==> src/rtl/move_scheduler.sv <==
// Snake tick scheduler: paces movement ticks from score and sequences
// direction latch, head calc, collision check and body/score update.
module move_scheduler #(
    parameter int BASE_DIV = 500000,
    parameter int MIN_DIV  = 100000,
    parameter int STEP     = 20000,
    parameter int DIV_W    = 20
) (
    input  logic       clk,
    input  logic       reset,
    input  logic [1:0] game_state,
    input  logic [6:0] score,
    input  logic       dir_valid,
    input  logic [1:0] dir_req,
    input  logic       check_done,
    input  logic       check_hit,
    input  logic       food_hit,
    output logic [1:0] cur_dir,
    output logic       dir_latch_en,
    output logic       head_calc_en,
    output logic       check_start,
    output logic       body_shift,
    output logic       body_grow,
    output logic       score_inc,
    output logic       collision_detect,
    output logic       tick_busy
);

    typedef enum logic [2:0] {
        S_IDLE, S_WAIT, S_LATCH, S_CALC, S_CHECK, S_UPDATE
    } state_t;

    localparam int PW = DIV_W + 8;
    localparam logic [1:0] RIGHT = 2'd1;

    state_t           state, state_n;
    logic [DIV_W-1:0] cnt, cnt_n;
    logic [1:0]       pend, pend_n, cur_n;
    logic             run;
    logic [PW-1:0]    red, period_w;
    logic [DIV_W-1:0] period;
    logic latch_n, calc_n, start_n, shift_n, grow_n, inc_n, coll_n, busy_n;

    assign run = (game_state == 2'd1);

    // Clamp before subtracting so the period never underflows.
    always_comb begin
        red = PW'(STEP) * PW'(score >> 2);
        if (red + PW'(MIN_DIV) >= PW'(BASE_DIV))
            period_w = PW'(MIN_DIV);
        else
            period_w = PW'(BASE_DIV) - red;
        period = period_w[DIV_W-1:0];
    end

    always_comb begin
        state_n = state;
        cnt_n   = cnt;
        cur_n   = cur_dir;
        pend_n  = pend;
        shift_n = 1'b0;
        grow_n  = 1'b0;
        inc_n   = 1'b0;
        coll_n  = 1'b0;
        unique case (state)
            S_IDLE: begin
                if (run) begin
                    state_n = S_WAIT;
                    cnt_n   = period;
                    cur_n   = RIGHT;
                    pend_n  = RIGHT;
                end
            end
            S_WAIT: begin
                if (cnt <= DIV_W'(1)) begin
                    state_n = S_LATCH;
                    cnt_n   = '0;
                end else begin
                    cnt_n = cnt - DIV_W'(1);
                end
            end
            S_LATCH: begin
                cur_n   = pend;
                state_n = S_CALC;
            end
            S_CALC: state_n = S_CHECK;
            S_CHECK: begin
                if (check_done) begin
                    if (check_hit) begin
                        state_n = S_IDLE;
                        coll_n  = 1'b1;
                    end else begin
                        state_n = S_UPDATE;
                        grow_n  = food_hit;
                        shift_n = !food_hit;
                        inc_n   = food_hit && (score < 7'd99);
                    end
                end
            end
            S_UPDATE: begin
                cnt_n   = period;
                state_n = S_WAIT;
            end
            default: state_n = S_IDLE;
        endcase

        if (dir_valid && state != S_IDLE && state != S_LATCH &&
            dir_req != (cur_dir ^ 2'd2))
            pend_n = dir_req;

        // Leaving RUN wins over everything, including a pending check result.
        if (state != S_IDLE && !run) begin
            state_n = S_IDLE;
            cur_n   = cur_dir;
            shift_n = 1'b0;
            grow_n  = 1'b0;
            inc_n   = 1'b0;
            coll_n  = 1'b0;
        end

        latch_n = (state_n == S_LATCH);
        calc_n  = (state_n == S_CALC);
        start_n = (state_n == S_CHECK) && (state == S_CALC);
        busy_n  = (state_n == S_LATCH) || (state_n == S_CALC) ||
                  (state_n == S_CHECK) || (state_n == S_UPDATE);
    end

    always_ff @(posedge clk or posedge reset) begin
        if (reset) begin
            state            <= S_IDLE;
            cnt              <= '0;
            cur_dir          <= RIGHT;
            pend             <= RIGHT;
            dir_latch_en     <= 1'b0;
            head_calc_en     <= 1'b0;
            check_start      <= 1'b0;
            body_shift       <= 1'b0;
            body_grow        <= 1'b0;
            score_inc        <= 1'b0;
            collision_detect <= 1'b0;
            tick_busy        <= 1'b0;
        end else begin
            state            <= state_n;
            cnt              <= cnt_n;
            cur_dir          <= cur_n;
            pend             <= pend_n;
            dir_latch_en     <= latch_n;
            head_calc_en     <= calc_n;
            check_start      <= start_n;
            body_shift       <= shift_n;
            body_grow        <= grow_n;
            score_inc        <= inc_n;
            collision_detect <= coll_n;
            tick_busy        <= busy_n;
        end
    end

endmodule

==> config.mk <==
export PLATFORM = sky130hd
export DESIGN_NAME = move_scheduler
export DESIGN_NICKNAME = d
export VERILOG_FILES = /design/src/rtl/move_scheduler.sv
export SDC_FILE = /design/constraint.sdc
export NUM_CORES = 1
export LEC_CHECK = 0
export BUFFER_PORTS_ARGS = -buffer_cell sky130_fd_sc_hd__buf_4
export CELL_PAD_IN_SITES_DETAIL_PLACEMENT = 1
export CELL_PAD_IN_SITES_GLOBAL_PLACEMENT = 1
export CORE_MARGIN = 3
export CORE_UTILIZATION = 30
export CTS_CLUSTER_DIAMETER = 200
export DETAILED_ROUTE_END_ITERATION = 7
export HOLD_SLACK_MARGIN = 0.03
export PLACE_DENSITY_LB_ADDON = 0.1
export SETUP_SLACK_MARGIN = 0.05
export SLEW_MARGIN = 25
export SYNTH_ARGS = -nofsm -noshare
export SYNTH_HDL_FRONTEND = slang
export SYNTH_SLANG_ARGS = --single-unit
==> constraint.sdc <==
create_clock -name clk -period 5.78 [get_ports clk]
set_input_delay 1.734 -clock clk [delete_from_list [all_inputs] [get_ports clk]]
set_output_delay 1.734 -clock clk [all_outputs]
set_load 0.005 [all_outputs]
# After elaboration in Yosys (flattened, before gate mapping)
# Index checks and enable logic that the tools add are counted.
# op_classes
add_sub_neg	3
mul	1
order_cmp	3
eq_ne	13
muxes	30
n_bitwise	2
reduce_logical	20
# op_table
op	count
20-bit 2-to-1 mux	3
20-bit one-hot mux with 3 select lines	1
20-bit by 17-bit adder with 21-bit output (second input constant)	1
21-bit by 19-bit greater-or-equal comparator with 1-bit output (second input constant)	1
20-bit by 1-bit <= comparator with 1-bit output (second input constant)	1
19-bit by 20-bit subtractor with 20-bit output (first input constant)	1
20-bit by 1-bit subtractor with 20-bit output (second input constant)	1
3-bit one-hot mux with 6 select lines	1
1-bit 2-to-1 mux	16
10-bit by 5-bit multiplier with 15-bit output (first input constant)	1
3-bit 2-to-1 mux	5
3-bit by 2-bit equality test with 1-bit output (second input constant)	4
3-bit equality test (second input constant)	4
7-bit less-than comparator (second input constant)	1
1-bit logical AND	6
2-bit 2-to-1 mux	3
2-bit nonzero test	3
3-bit nonzero test	2
2-bit one-hot mux with 2 select lines	1
2-bit AND reduction	2
3-bit by 1-bit equality test with 1-bit output (second input constant)	1
3-bit zero test	1
1-bit logical OR	3
3-bit by 2-bit != test with 1-bit output (second input constant)	1
6 further kinds	8
# totals
regBits	35
in_bits	17

# Depth between registers and ports, before layout
# logic_depth
word_depth	8
ltp_mapped	15
depth_no_buf	13

# Worst setup path after synthesis
# No wires, ideal clock.
# synth_path
path_type	in2reg
from	in score[5]
to	reg cnt[18]
arrival_time_ps	5213
slack_ps	432
cell_stages	15
cell_sequence	buf_6 inv_1 fa_1 inv_1 ha_1 fa_1 ha_1 a21o_2 a221oi_4 o21ai_0 and3_4 o41ai_4 or3_1 buf_6 o221ai_2
# synth_via
elab_chain_len	6
# synth_rtl
item	line_no	source
start: declaration	12	input logic [6:0] score,
10-bit by 5-bit multiplier with 15-bit output *	48	red = PW'(STEP) * PW'(score >> 2);
20-bit by 17-bit adder with 21-bit output	49	if (red + PW'(MIN_DIV) >= PW'(BASE_DIV))
21-bit by 19-bit greater-or-equal comparator with 1-bit output	49	
20-bit 2-to-1 mux *	49	
20-bit 2-to-1 mux	67	if (run) begin
20-bit one-hot mux with 3 select lines *	65	unique case (state)
end signal: assignment	144	cnt <= cnt_n;
end: declaration	37	logic [DIV_W-1:0] cnt, cnt_n;
# Every way passes the cells marked *; elsewhere a longest branch is shown, timed or not. The select of a mux whose other input is x is not followed.
# A chain may end at the register's enable or synchronous reset.

# Final worst setup path
# Ends and elaborated chain as after synthesis.

==> metrics.md <==
| Metric | Value |
|---|---|
| CTS clk-pin slew, worst paths | `0.07 ns` |
| Critical path capture point type | `register` |
| Critical path type | `primary input to register` |
| Skew-Pair Late Insertion Delay | `0.28 ns` |
| Hold buffers post-CTS | `0` |
| Req. time, crit path | `5.93 ns` |
| Antenna Cells | `0` |
| Seq/Total Area, Yosys | `27.2%` |
| Top cells by area, synth | `dfrtp_1, ha_1, xnor2_1, o21ai_0, nor2_1` |
| Initial antenna violation count | `0` |
| Worst R2R Path Depth | `9` |
| Slew headroom | `36.2%` |
| Antenna Nets Post-Route | `0` |
| VDD IR max | `95.6 uV` |
| Core area | `10400 um2` |
| Setup ws final | `0.347 ns` |
| Share of the synthesized area in the top cell type | `25.5%` |
| DR WL/cell | `16.9 um` |
| Post-route insts no fill | `532` |
| # resized after CTS | `0` |
| Die Y-Extent | `110 um` |
| Sink Count | `35` |
| DRT Pass-1 Iters | `4` |
| Starting Density | `31.0%` |
| Synth Instances | `369` |
| Fin crit period | `5.43 ns` |
| Clk_skew | `0.00581 ns` |
| Final hold viol count | `0` |
| Crit-path cells | `buf_4, inv_1, fa_1, inv_1, ha_1, fa_1, ha_1, a21o_2, a221oi_4, o21ai_0, and3_4, o41ai_4, or3_1, o221ai_2` |
| Drt first-iter violations | `84` |
| Final Max Tran Viols | `0` |
| Post-Syn Area per Cell | `8.76 um2` |
| Register bit total from synthesis | `35` |
| Status | `finished, final reports clean` |
| CP Max Fanout | `12` |
| Largest net degree at the start of global routing | `36` |
| Port Buf Inserts | `26` |
| Share of cells above drive strength 1 | `18.7%` |
| H-tree levels | `2` |
| Vias | `2807` |
| Worst setup SP type | `primary input` |
| Post-CTS setup-driven buffer insertion count | `0` |
| CTS tree | `built` |
| Arr. time, crit path | `5.59 ns` |
| Cell area power density | `315 nW/um2` |
| Post-layout nets | `446` |
| Cells after DPL | `524` |
| Worst Hold Class | `register to register` |
| Leading area contributor after synthesis | `dfrtp_1` |
| Primary FF master, synth | `dfrtp_1` |
| Setup TNS | `0 ns` |
| Pre-CTS WS | `0.0153 ns` |
| DRC Markers | `0` |
| RSZ-0062 raised after global routing | `no` |
| Synth cell count leaders | `dfrtp_1, nor2_1, ha_1` |
| Fin util | `35.1%` |
| Final period util | `94.0%` |
| Hold Path Stages | `1` |
| Vias per std cell | `5.28` |
| Vias in the first global route | `2803` |
| Total congestion overflow | `0` |
| Area of the mapped netlist | `3230 um2` |
| Post-Syn Nets | `420` |
| Crit-path slowest cell | `fa_1` |
| Hold slack | `0.497 ns` |
| GRT Util Overall | `15.5%` |
| Max-cap violations | `0` |
| Detailed Route WL | `9010 um` |
| Crit path largest cell delay | `0.53 ns` |
| Asr flop ratio synth | `100%` |
| DPL Wire Length | `7200 um` |
| CTS root buf | `clkbuf_8` |
| IO Count | `27` |
| Cell variety after synth | `67` |
| Final count of negative-setup-slack endpoints | `0` |
| First-pass GRT wire length | `14700 um` |
| Synth-to-layout area growth | `13.2%` |
| Post-synth EDFFs | `0` |
| CTS buffer count | `5` |
| RePlAce Congestion | `0.816` |
| Die area | `12100 um2` |
| Leak | `1.61 nW` |
| Slew @ Worst Pin | `0.953 ns` |
| Rows | `37` |
| Chip width | `110 um` |
| Clock buffer depth | `2` |
| Yosys synthesis warning count | `0` |
| FMAX | `184 MHz` |
-- path summary, 6_finish.rpt --
path | start | endpoint | slack [ns]
setup reg to reg | cnt[0]$_DFFE_PP0P_ | cnt[7]$_DFFE_PP0P_ | 2.83
max in group asynchronous | reset | pend[0]$_DFFE_PP1P_ | 3.87
setup / recovery | score[5] | cnt[18]$_DFFE_PP0P_ | 0.35
min in group asynchronous | reset | cnt[3]$_DFFE_PP0P_ | 1.56
hold / removal | cnt[19]$_DFFE_PP0P_ | cnt[19]$_DFFE_PP0P_ | 0.50
hold reg to reg | cnt[19]$_DFFE_PP0P_ | cnt[19]$_DFFE_PP0P_ | 0.50
-- worst max-delay path, delay by kind of cell --
family | cells | cell delay, ns
adders and majority gates | 4 | 1.54
AOI/OAI and AO/OA | 5 | 1.29
buffers and inverters | 3 | 0.35
and+or+nand+nor | 2 | 0.65
-- layout by cell type, fill, tap and decap left out, types with 3 or more instances in the layout --
cell	netlist	layout
nor2_1	33	33
dfrtp_1	33	33
buf_4	1	31
ha_1	30	30
nand2_1	29	29
o21ai_0	26	26
a21oi_1	22	22
inv_1	20	20
nor3_1	18	18
xnor2_1	16	16
o21ai_1	8	8
nor2b_1	7	7
xor2_1	7	7
o31ai_2	7	7
clkbuf_8	0	7
o211ai_1	6	6
and3_1	5	5
nor4_1	5	5
a21o_1	4	4
a211oi_1	4	4
or3_1	4	4
a31oi_1	4	4
fa_1	4	4
or2_2	3	3
a211oi_2	3	3
o22ai_1	3	3
nand3_1	3	3
or4_1	3	3
nor3b_1	3	3
a22oi_1	3	3
-- state kept, by name, indices dropped and copies added (netlist names) --
| name | flops |
|---|---|
| check_start | 1 |
| collision_detect | 1 |
| tick_busy | 1 |
| body_grow | 1 |
| dir_latch_en | 1 |
| cnt | 20 |
| pend | 2 |
| body_shift | 1 |
| cur_dir | 2 |
| head_calc_en | 1 |
| score_inc | 1 |
| state | 3 |
-- logic make-up after synthesis --
family	count (synthesis)	share of synthesized area, %
DFF	35	27.2
AOI/OAI and AO/OA	114	26.1
xor gates and xnor gates	23	6.23
and+or+nand+nor	129	21.0
muxes	2	0.619
buffers and inverters	32	4.80
adders and majority gates	34	14.1
-- area by class of cell --
class                      instances  area (um2)
sequential                        35         878
multi-input combinational        302        2200
inverter                          20        75.1
clock buffer                       7        96.3
tap                              136         170
timing repair buffer              31         233
fill                            1258        6760
clock inverter                     1        7.51
-- metrics by stage --
stage | power, mW | instance area (um2)
floorplan | 0.806 | 3230
global placement | 0.953 | 3560
detailed placement | 0.960 | 3560
CTS | 1.17 | 3660
global route | 1.25 | 3660
finish | 1.15 | 3660
-- where the power goes --
part	switching (mW)	leakage, nW	total [mW]	internal, mW
Combinational	0.346	1.11	0.588	0.242
Clock	0.0896	0.0505	0.198	0.108
Sequential	0.0640	0.452	0.366	0.302
-- routing by layer --
metal  vias to the layer above  global-route usage (%)  part of all wire [%]  wire length, um
li1                       1394                       -                     -                -
met1                      1383                    21.9                    49             4420
met2                        24                    25.6                    48             4340
met3                         6                    1.64                   1.9              169
met4                         0                    2.94                  0.87               78
met5                         -                       0                     0                0
No activity file was read; power rests on OpenSTA's default activity.
